--- src/rtl/register_file_if.sv ---
// Register-file bus: two read address/data pairs plus one write port.
// The datapath side drives the master modport; the register file takes the slave one.
interface register_file_if #(
  parameter int DATA_WIDTH = 32,
  parameter int ADDR_WIDTH = 5
);
  logic [ADDR_WIDTH-1:0] Read_Register_1;
  logic [ADDR_WIDTH-1:0] Read_Register_2;
  logic [ADDR_WIDTH-1:0] Write_Register;
  logic [DATA_WIDTH-1:0] Write_Data;
  logic                  RegWrite;
  logic [DATA_WIDTH-1:0] Read_Data_1;
  logic [DATA_WIDTH-1:0] Read_Data_2;

  modport master (
    output Read_Register_1, Read_Register_2, Write_Register, Write_Data, RegWrite,
    input  Read_Data_1, Read_Data_2
  );
  modport slave (
    input  Read_Register_1, Read_Register_2, Write_Register, Write_Data, RegWrite,
    output Read_Data_1, Read_Data_2
  );
endinterface

--- src/rtl/register_file.sv ---
// MIPS register file: two combinational read ports, one synchronous write port, $0 hardwired to 0.
// Define WRITE_BYPASS_EN for write-first reads; otherwise reads are read-first.
module register_file #(
  parameter int DATA_WIDTH = 32,
  parameter int ADDR_WIDTH = 5,
  parameter int NUM_REGS   = 2**ADDR_WIDTH
) (
  input  logic           clk,
  input  logic           rst_n,
  register_file_if.slave rf
);
  localparam int NUM_RD = 2;

  logic [NUM_REGS-1:0][DATA_WIDTH-1:0] regs_q, regs_d;
  logic [NUM_RD-1:0][ADDR_WIDTH-1:0]   raddr;
  logic [NUM_RD-1:0][DATA_WIDTH-1:0]   rdata;

  always_comb begin
    regs_d = regs_q;
    if (rf.RegWrite && rf.Write_Register != '0)
      regs_d[rf.Write_Register] = rf.Write_Data;
  end

  always_ff @(posedge clk or negedge rst_n) begin
    if (!rst_n) regs_q <= '0;
    else        regs_q <= regs_d;
  end

  assign raddr[0] = rf.Read_Register_1;
  assign raddr[1] = rf.Read_Register_2;

  for (genvar p = 0; p < NUM_RD; p++) begin : g_rd
    logic [DATA_WIDTH-1:0] rd;
    always_comb begin
      rd = regs_q[raddr[p]];
`ifdef WRITE_BYPASS_EN
      // Bypass is held off during reset so both ports read 0 while rst_n is low.
      if (rst_n && rf.RegWrite && rf.Write_Register == raddr[p])
        rd = rf.Write_Data;
`endif
      if (raddr[p] == '0) rd = '0;
    end
    assign rdata[p] = rd;
  end

  assign rf.Read_Data_1 = rdata[0];
  assign rf.Read_Data_2 = rdata[1];
endmodule

--- src/flat_wrapper.sv ---
// flat-port wrapper written by rule: the top's interface ports become plain ports
module register_file_flat 
#(
  parameter int DATA_WIDTH = 32,
  parameter int ADDR_WIDTH = 5,
  parameter int NUM_REGS   = 2**ADDR_WIDTH
)
  (clk, rst_n, rf_Read_Register_1, rf_Read_Register_2, rf_Write_Register, rf_Write_Data, rf_RegWrite, rf_Read_Data_1, rf_Read_Data_2);
  register_file_if #(.DATA_WIDTH(DATA_WIDTH), .ADDR_WIDTH(ADDR_WIDTH)) rf_i ();
  input  logic clk;
  input  logic rst_n;
  input wire logic [$bits(rf_i.Read_Register_1)-1:0] rf_Read_Register_1;
  input wire logic [$bits(rf_i.Read_Register_2)-1:0] rf_Read_Register_2;
  input wire logic [$bits(rf_i.Write_Register)-1:0] rf_Write_Register;
  input wire logic [$bits(rf_i.Write_Data)-1:0] rf_Write_Data;
  input wire logic [$bits(rf_i.RegWrite)-1:0] rf_RegWrite;
  output wire logic [$bits(rf_i.Read_Data_1)-1:0] rf_Read_Data_1;
  output wire logic [$bits(rf_i.Read_Data_2)-1:0] rf_Read_Data_2;
  assign rf_i.Read_Register_1 = rf_Read_Register_1;
  assign rf_i.Read_Register_2 = rf_Read_Register_2;
  assign rf_i.Write_Register = rf_Write_Register;
  assign rf_i.Write_Data = rf_Write_Data;
  assign rf_i.RegWrite = rf_RegWrite;
  assign rf_Read_Data_1 = rf_i.Read_Data_1;
  assign rf_Read_Data_2 = rf_i.Read_Data_2;
  register_file #(.DATA_WIDTH(DATA_WIDTH), .ADDR_WIDTH(ADDR_WIDTH), .NUM_REGS(NUM_REGS)) u_core (.clk(clk), .rst_n(rst_n), .rf(rf_i));
endmodule
--- config.mk ---
export PLATFORM = sky130hd
export DESIGN_NAME = register_file_flat
export DESIGN_NICKNAME = d
export VERILOG_FILES = /design/src/rtl/register_file_if.sv /design/src/rtl/register_file.sv /design/src/flat_wrapper.sv
export SDC_FILE = /design/constraint.sdc
export NUM_CORES = 2
export LEC_CHECK = 0
export ABC_AREA = 1
export BUFFER_PORTS_ARGS = -buffer_cell sky130_fd_sc_hd__buf_4
export CAP_MARGIN = 10
export CORE_MARGIN = 1
export CORE_UTILIZATION = 50
export DETAILED_ROUTE_END_ITERATION = 6
export PLACE_DENSITY = 0.66
export REMOVE_ABC_BUFFERS = 1
export SETUP_SLACK_MARGIN = 0.02
export SLEW_MARGIN = 20
export SYNTH_ARGS = -nofsm -noshare
export SYNTH_HDL_FRONTEND = slang
export SYNTH_SLANG_ARGS = --single-unit
export TNS_END_PERCENT = 30
--- constraint.sdc ---
create_clock -name clk -period 2.3 [get_ports clk]
set_input_delay 0.345 -clock clk [delete_from_list [all_inputs] [get_ports clk]]
set_output_delay 0.345 -clock clk [all_outputs]
set_load 0.03 [all_outputs]
==> results.md <==
| Item | Reported |
| --- | --- |
| DIE WIDTH | 338 µm |
| Count of antenna-violating nets left after detailed routing | 0 |
| WL final | 222 mm |
| Register bit total from synthesis | 1024 |
| FP Rows | 122 |
| Series of cell instances along the critical path | buf_4 -> nand2_1 -> nand3_1 -> and3_1 -> nor2_2 -> nand2_1 -> nand2_1 -> nor2_2 -> buf_6 |
| Share of the synthesized area in the top cell type | 45.4% |
| Most instantiated flip-flop cell in the synthesis netlist | sky130_fd_sc_hd__dfrtp_1 |
| Critical path endpoint category | output port |
| Clock-pin slew reported for the worst setup and hold paths after clock tree synthesis | 0.06 ns |
| Layout-stage area growth over the synthesis result | 20.0% |
| Largest net degree at the start of global routing | 84 |
| Worst R2R Start | u_core.regs_q[918] |
| Number of setup violations in the final report | 30 |
| Total via count in the routed design | 59200 |
| Total CTS buffers | 113 |
| Share of flip-flops with an asynchronous set or reset after synthesis | 100% |
| Worst Path Buf+Inv | 2 |
| Longest individual stage delay on the worst path | 0.41 ns |
| Power density relative to cell area | 816 nW/µm² |
| Switching part of the total power | 31.8% |
| Overflow left after global routing | 0 |
| CTS H-tree lvls | 3 |
| Post-synth EDFFs | 0 |
| Multi-input gate area | 28000 µm² |
| Synthesized area divided by synthesized cell count | 6.82 µm² |
| Number of maximum-capacitance constraint violations | 0 |
| Register-to-Register Path Depth | 4 |
| Detailed-route DRC error count | 2 |
| Total power | 0.0552 W |
| Count of mapped cells out of synthesis | 8268 |
| Startpoint types | flip-flop |
| Post-place setup slack | -0.166 ns |
| Initial antenna violation count | 5 |
| Latest clock arrival within the worst-skew pair | 0.71 ns |
| Share of the clock period used by the worst path | 103% |
| Design internal power | 0.0376 W |
| Post-detailed-route wirelength per cell | 22.6 µm |
| Critical Path Most Common Cell | sky130_fd_sc_hd__nand2_1 |
| Min Clock Period, post-route | 2.38 ns |
| Relative slew margins | 30.8% |
| Synthesized cell area | 56400 µm² |
| Total clock sinks | 1024 |
| Number of warnings reported in the yosys synthesis log | 0 |
| Total count of max-transition violations in the final report | 0 |
| Register-to-register path setup slack | 1.34 ns |
| Tot GR Track Use | 38.6% |
| Worst setup path class | reg2out |
| Register bank with the most flops | u_core.regs_q |
| First-pass iteration count of the detailed router | 7 |
| Result of the run | finished, violations left |
| Endpoint required time on the critical path | 1.96 ns |
| Top cell type by total area after synthesis | sky130_fd_sc_hd__dfrtp_1 |
| Post-route worst setup slack | -0.0788 ns |
| IO buf count | 113 |
| Wire length of the first global-routing pass | 336 mm |
| Setup tns final | -0.879 ns |
| Fin. Hold Viols | 0 |
| Leading post-synthesis cells by cell area | sky130_fd_sc_hd__dfrtp_1, sky130_fd_sc_hd__nand2_1, sky130_fd_sc_hd__o21ai_0 |
| Area of the core | 111000 µm² |
| Max Clock Skew | 0 ns |
| Number of global-route vias before repair | 54900 |
| Largest delay contributor family on the critical path | simple AND/OR/NAND/NOR gates |
| Clock root buffer | sky130_fd_sc_hd__clkbuf_16 |
| Post-detailed-placement half-perimeter wirelength | 136 mm |
| Path type of the worst min-delay path | in2async |
| Fraction of layout instances using a drive strength above 1 | 12.1% |
| Crit Path Max Fanout | 3 |
| Net switching power of the design | 0.0176 W |
| Transition time at the pin with the least slew margin | 1.03 ns |
| Capture instance of the worst register-to-register path | u_core.regs_q[918] |
| I/O pins | 114 |
| Setup repair after global routing missed its margin | yes |
| Net count reported at finish | 8318 |
| Portion of the post-synthesis area used by sequential elements | 45.4% |
| List of most frequent post-synthesis cells | sky130_fd_sc_hd__nand2_1, sky130_fd_sc_hd__o21ai_0, sky130_fd_sc_hd__dfrtp_1, sky130_fd_sc_hd__nand3_1, sky130_fd_sc_hd__nor2_1 |
| Height of the chip | 338 µm |
| Crit path arrival time | 2.03 ns |
| Leading cell type by number of instances after synthesis | sky130_fd_sc_hd__nand2_1 |
| Largest register FFs | 1024 |
| Weighted congestion reported at the end of routability-driven placement | 0.927 |
| Iter 0 DRT Violations | 8409 |
| # fillers | 10100 |
| Flip-flop and latch area | 25600 µm² |
| Post-Route Hold Slack | 0.115 ns |
| Largest buffer count on any clock path | 3 |
| Number of unique standard cell types used by synthesis | 21 |
| Total Die Area | 114000 µm² |
| TritonCTS clock tree | yes |
| Final instance count without filler cells | 9852 |
| Placed Cells incl. Taps | 9569 |
| Starting density of the core | 50.7% |
| Slowest cell on the critical path | sky130_fd_sc_hd__dfrtp_1 |
| Biggest registers after layout | u_core.regs_q: 1024 flops |
| Via-to-Cell Ratio | 6.01 |
| Power share of the combinational group | 21.1% |
| Worst IR drop on VDD | 706 µV |
| Relative contribution of sequential cells to total power | 43.6% |
| Clock network fraction of design power | 35.3% |
| Highest clock rate | 420 MHz |
| Violated checks | DRC, setup timing |
| Static leakage | 32.4 nW |
[power groups by stage]
stage                     Combinational [W]  Sequential, W  Clock (W)
after detailed placement             0.0109         0.0242          0
final                                0.0116         0.0241     0.0195
after floorplan                     0.00693         0.0235          0
after global placement               0.0105         0.0241          0
after CTS                            0.0112         0.0240     0.0196
after global routing                 0.0131         0.0245     0.0203
[per-stage QoR]
| step | cell area, µm² | utilization (%) |
|---|---|---|
| after floorplan | 53600 | - |
| after global placement | 62000 | 55.7 |
| after detailed placement | 62000 | 55.7 |
| after CTS | 66800 | 60.1 |
| after global routing | 67700 | 60.8 |
| final | 67700 | 60.8 |
[how the worst max path moves through the flow]
stage                               start                 end  slack, ns  depth (start not counted)
global route           u_core.regs_q[775]   rf_Read_Data_1[7]      -0.18                         10
global placement    rf_Read_Register_1[0]  rf_Read_Data_1[11]      -0.14                         10
floorplan           rf_Read_Register_2[0]  rf_Read_Data_2[14]      -8.87                          4
finish                 u_core.regs_q[143]  rf_Read_Data_2[15]      -0.08                          9
detailed placement   rf_Write_Register[0]  u_core.regs_q[829]      -0.17                          7
CTS                    u_core.regs_q[898]   rf_Read_Data_2[2]      -0.17                         10
[cells by family (layout without fill, tap and decap cells)]
logic type | after synthesis | after routing | share of synthesized area (%)
AOI/OAI and AO/OA | 1627 | 1627 | 14.9
buffers and inverters | 967 | 1061 | 6.55
DFF | 1024 | 1024 | 45.4
other | 0 | 2 | 0
and+or+nand+nor | 4650 | 4650 | 33.2
[final cells by class]
| type | count | share of cell area (%) |
|---|---|---|
| multi-input combinational | 6277 | 41.5 |
| clock buffer | 160 | 4.89 |
| clock inverter | 49 | 0.963 |
| timing repair buffer | 600 | 10.6 |
| tap | 1488 | 2.75 |
| sequential | 1024 | 37.9 |
| inverter | 252 | 1.46 |
| antenna | 2 | 0.00740 |
[what timing repair did]
action / CTS / global route
endpoints found under the hold margin: 340 / 0
pin swaps: 110 / 124
buffers inserted: 10 / 34
hold buffers: 33 / 0
endpoints found under the setup margin: 64 / 64
resized for setup: 156 / 200
[metal layers]
| metal | GRT usage, % | wire length (µm) | vias up |
|---|---|---|---|
| li1 | - | - | 26800 |
| met1 | 53.9 | 89500 | 28000 |
| met2 | 58.0 | 95700 | 3789 |
| met3 | 7.89 | 25900 | 660 |
| met4 | 17.2 | 10900 | 12 |
| met5 | 0 | 87 | - |
[cell usage in the layout (no fill, tap or decap), types with 15 or more instances in the layout]
cell / n
sky130_fd_sc_hd__nand3_2: 40
sky130_fd_sc_hd__buf_6: 60
sky130_fd_sc_hd__o21ai_1: 65
sky130_fd_sc_hd__buf_12: 177
sky130_fd_sc_hd__nand2_4: 22
sky130_fd_sc_hd__a21oi_1: 198
sky130_fd_sc_hd__o211ai_1: 83
sky130_fd_sc_hd__o22ai_1: 19
sky130_fd_sc_hd__clkbuf_1: 18
sky130_fd_sc_hd__nor2_1: 552
sky130_fd_sc_hd__dfrtp_1: 1024
sky130_fd_sc_hd__a21oi_2: 30
sky130_fd_sc_hd__nand2_1: 3009
sky130_fd_sc_hd__nand3_1: 873
sky130_fd_sc_hd__buf_4: 320
sky130_fd_sc_hd__nor2_4: 24
sky130_fd_sc_hd__clkinv_2: 28
sky130_fd_sc_hd__bufinv_16: 15
sky130_fd_sc_hd__dlygate4sd3_1: 33
sky130_fd_sc_hd__nand2_2: 32
sky130_fd_sc_hd__o21ai_0: 1229
sky130_fd_sc_hd__clkbuf_16: 114
sky130_fd_sc_hd__clkbuf_8: 28
sky130_fd_sc_hd__nor2_2: 77
sky130_fd_sc_hd__inv_1: 236
(Power assumes the default switching activity.)
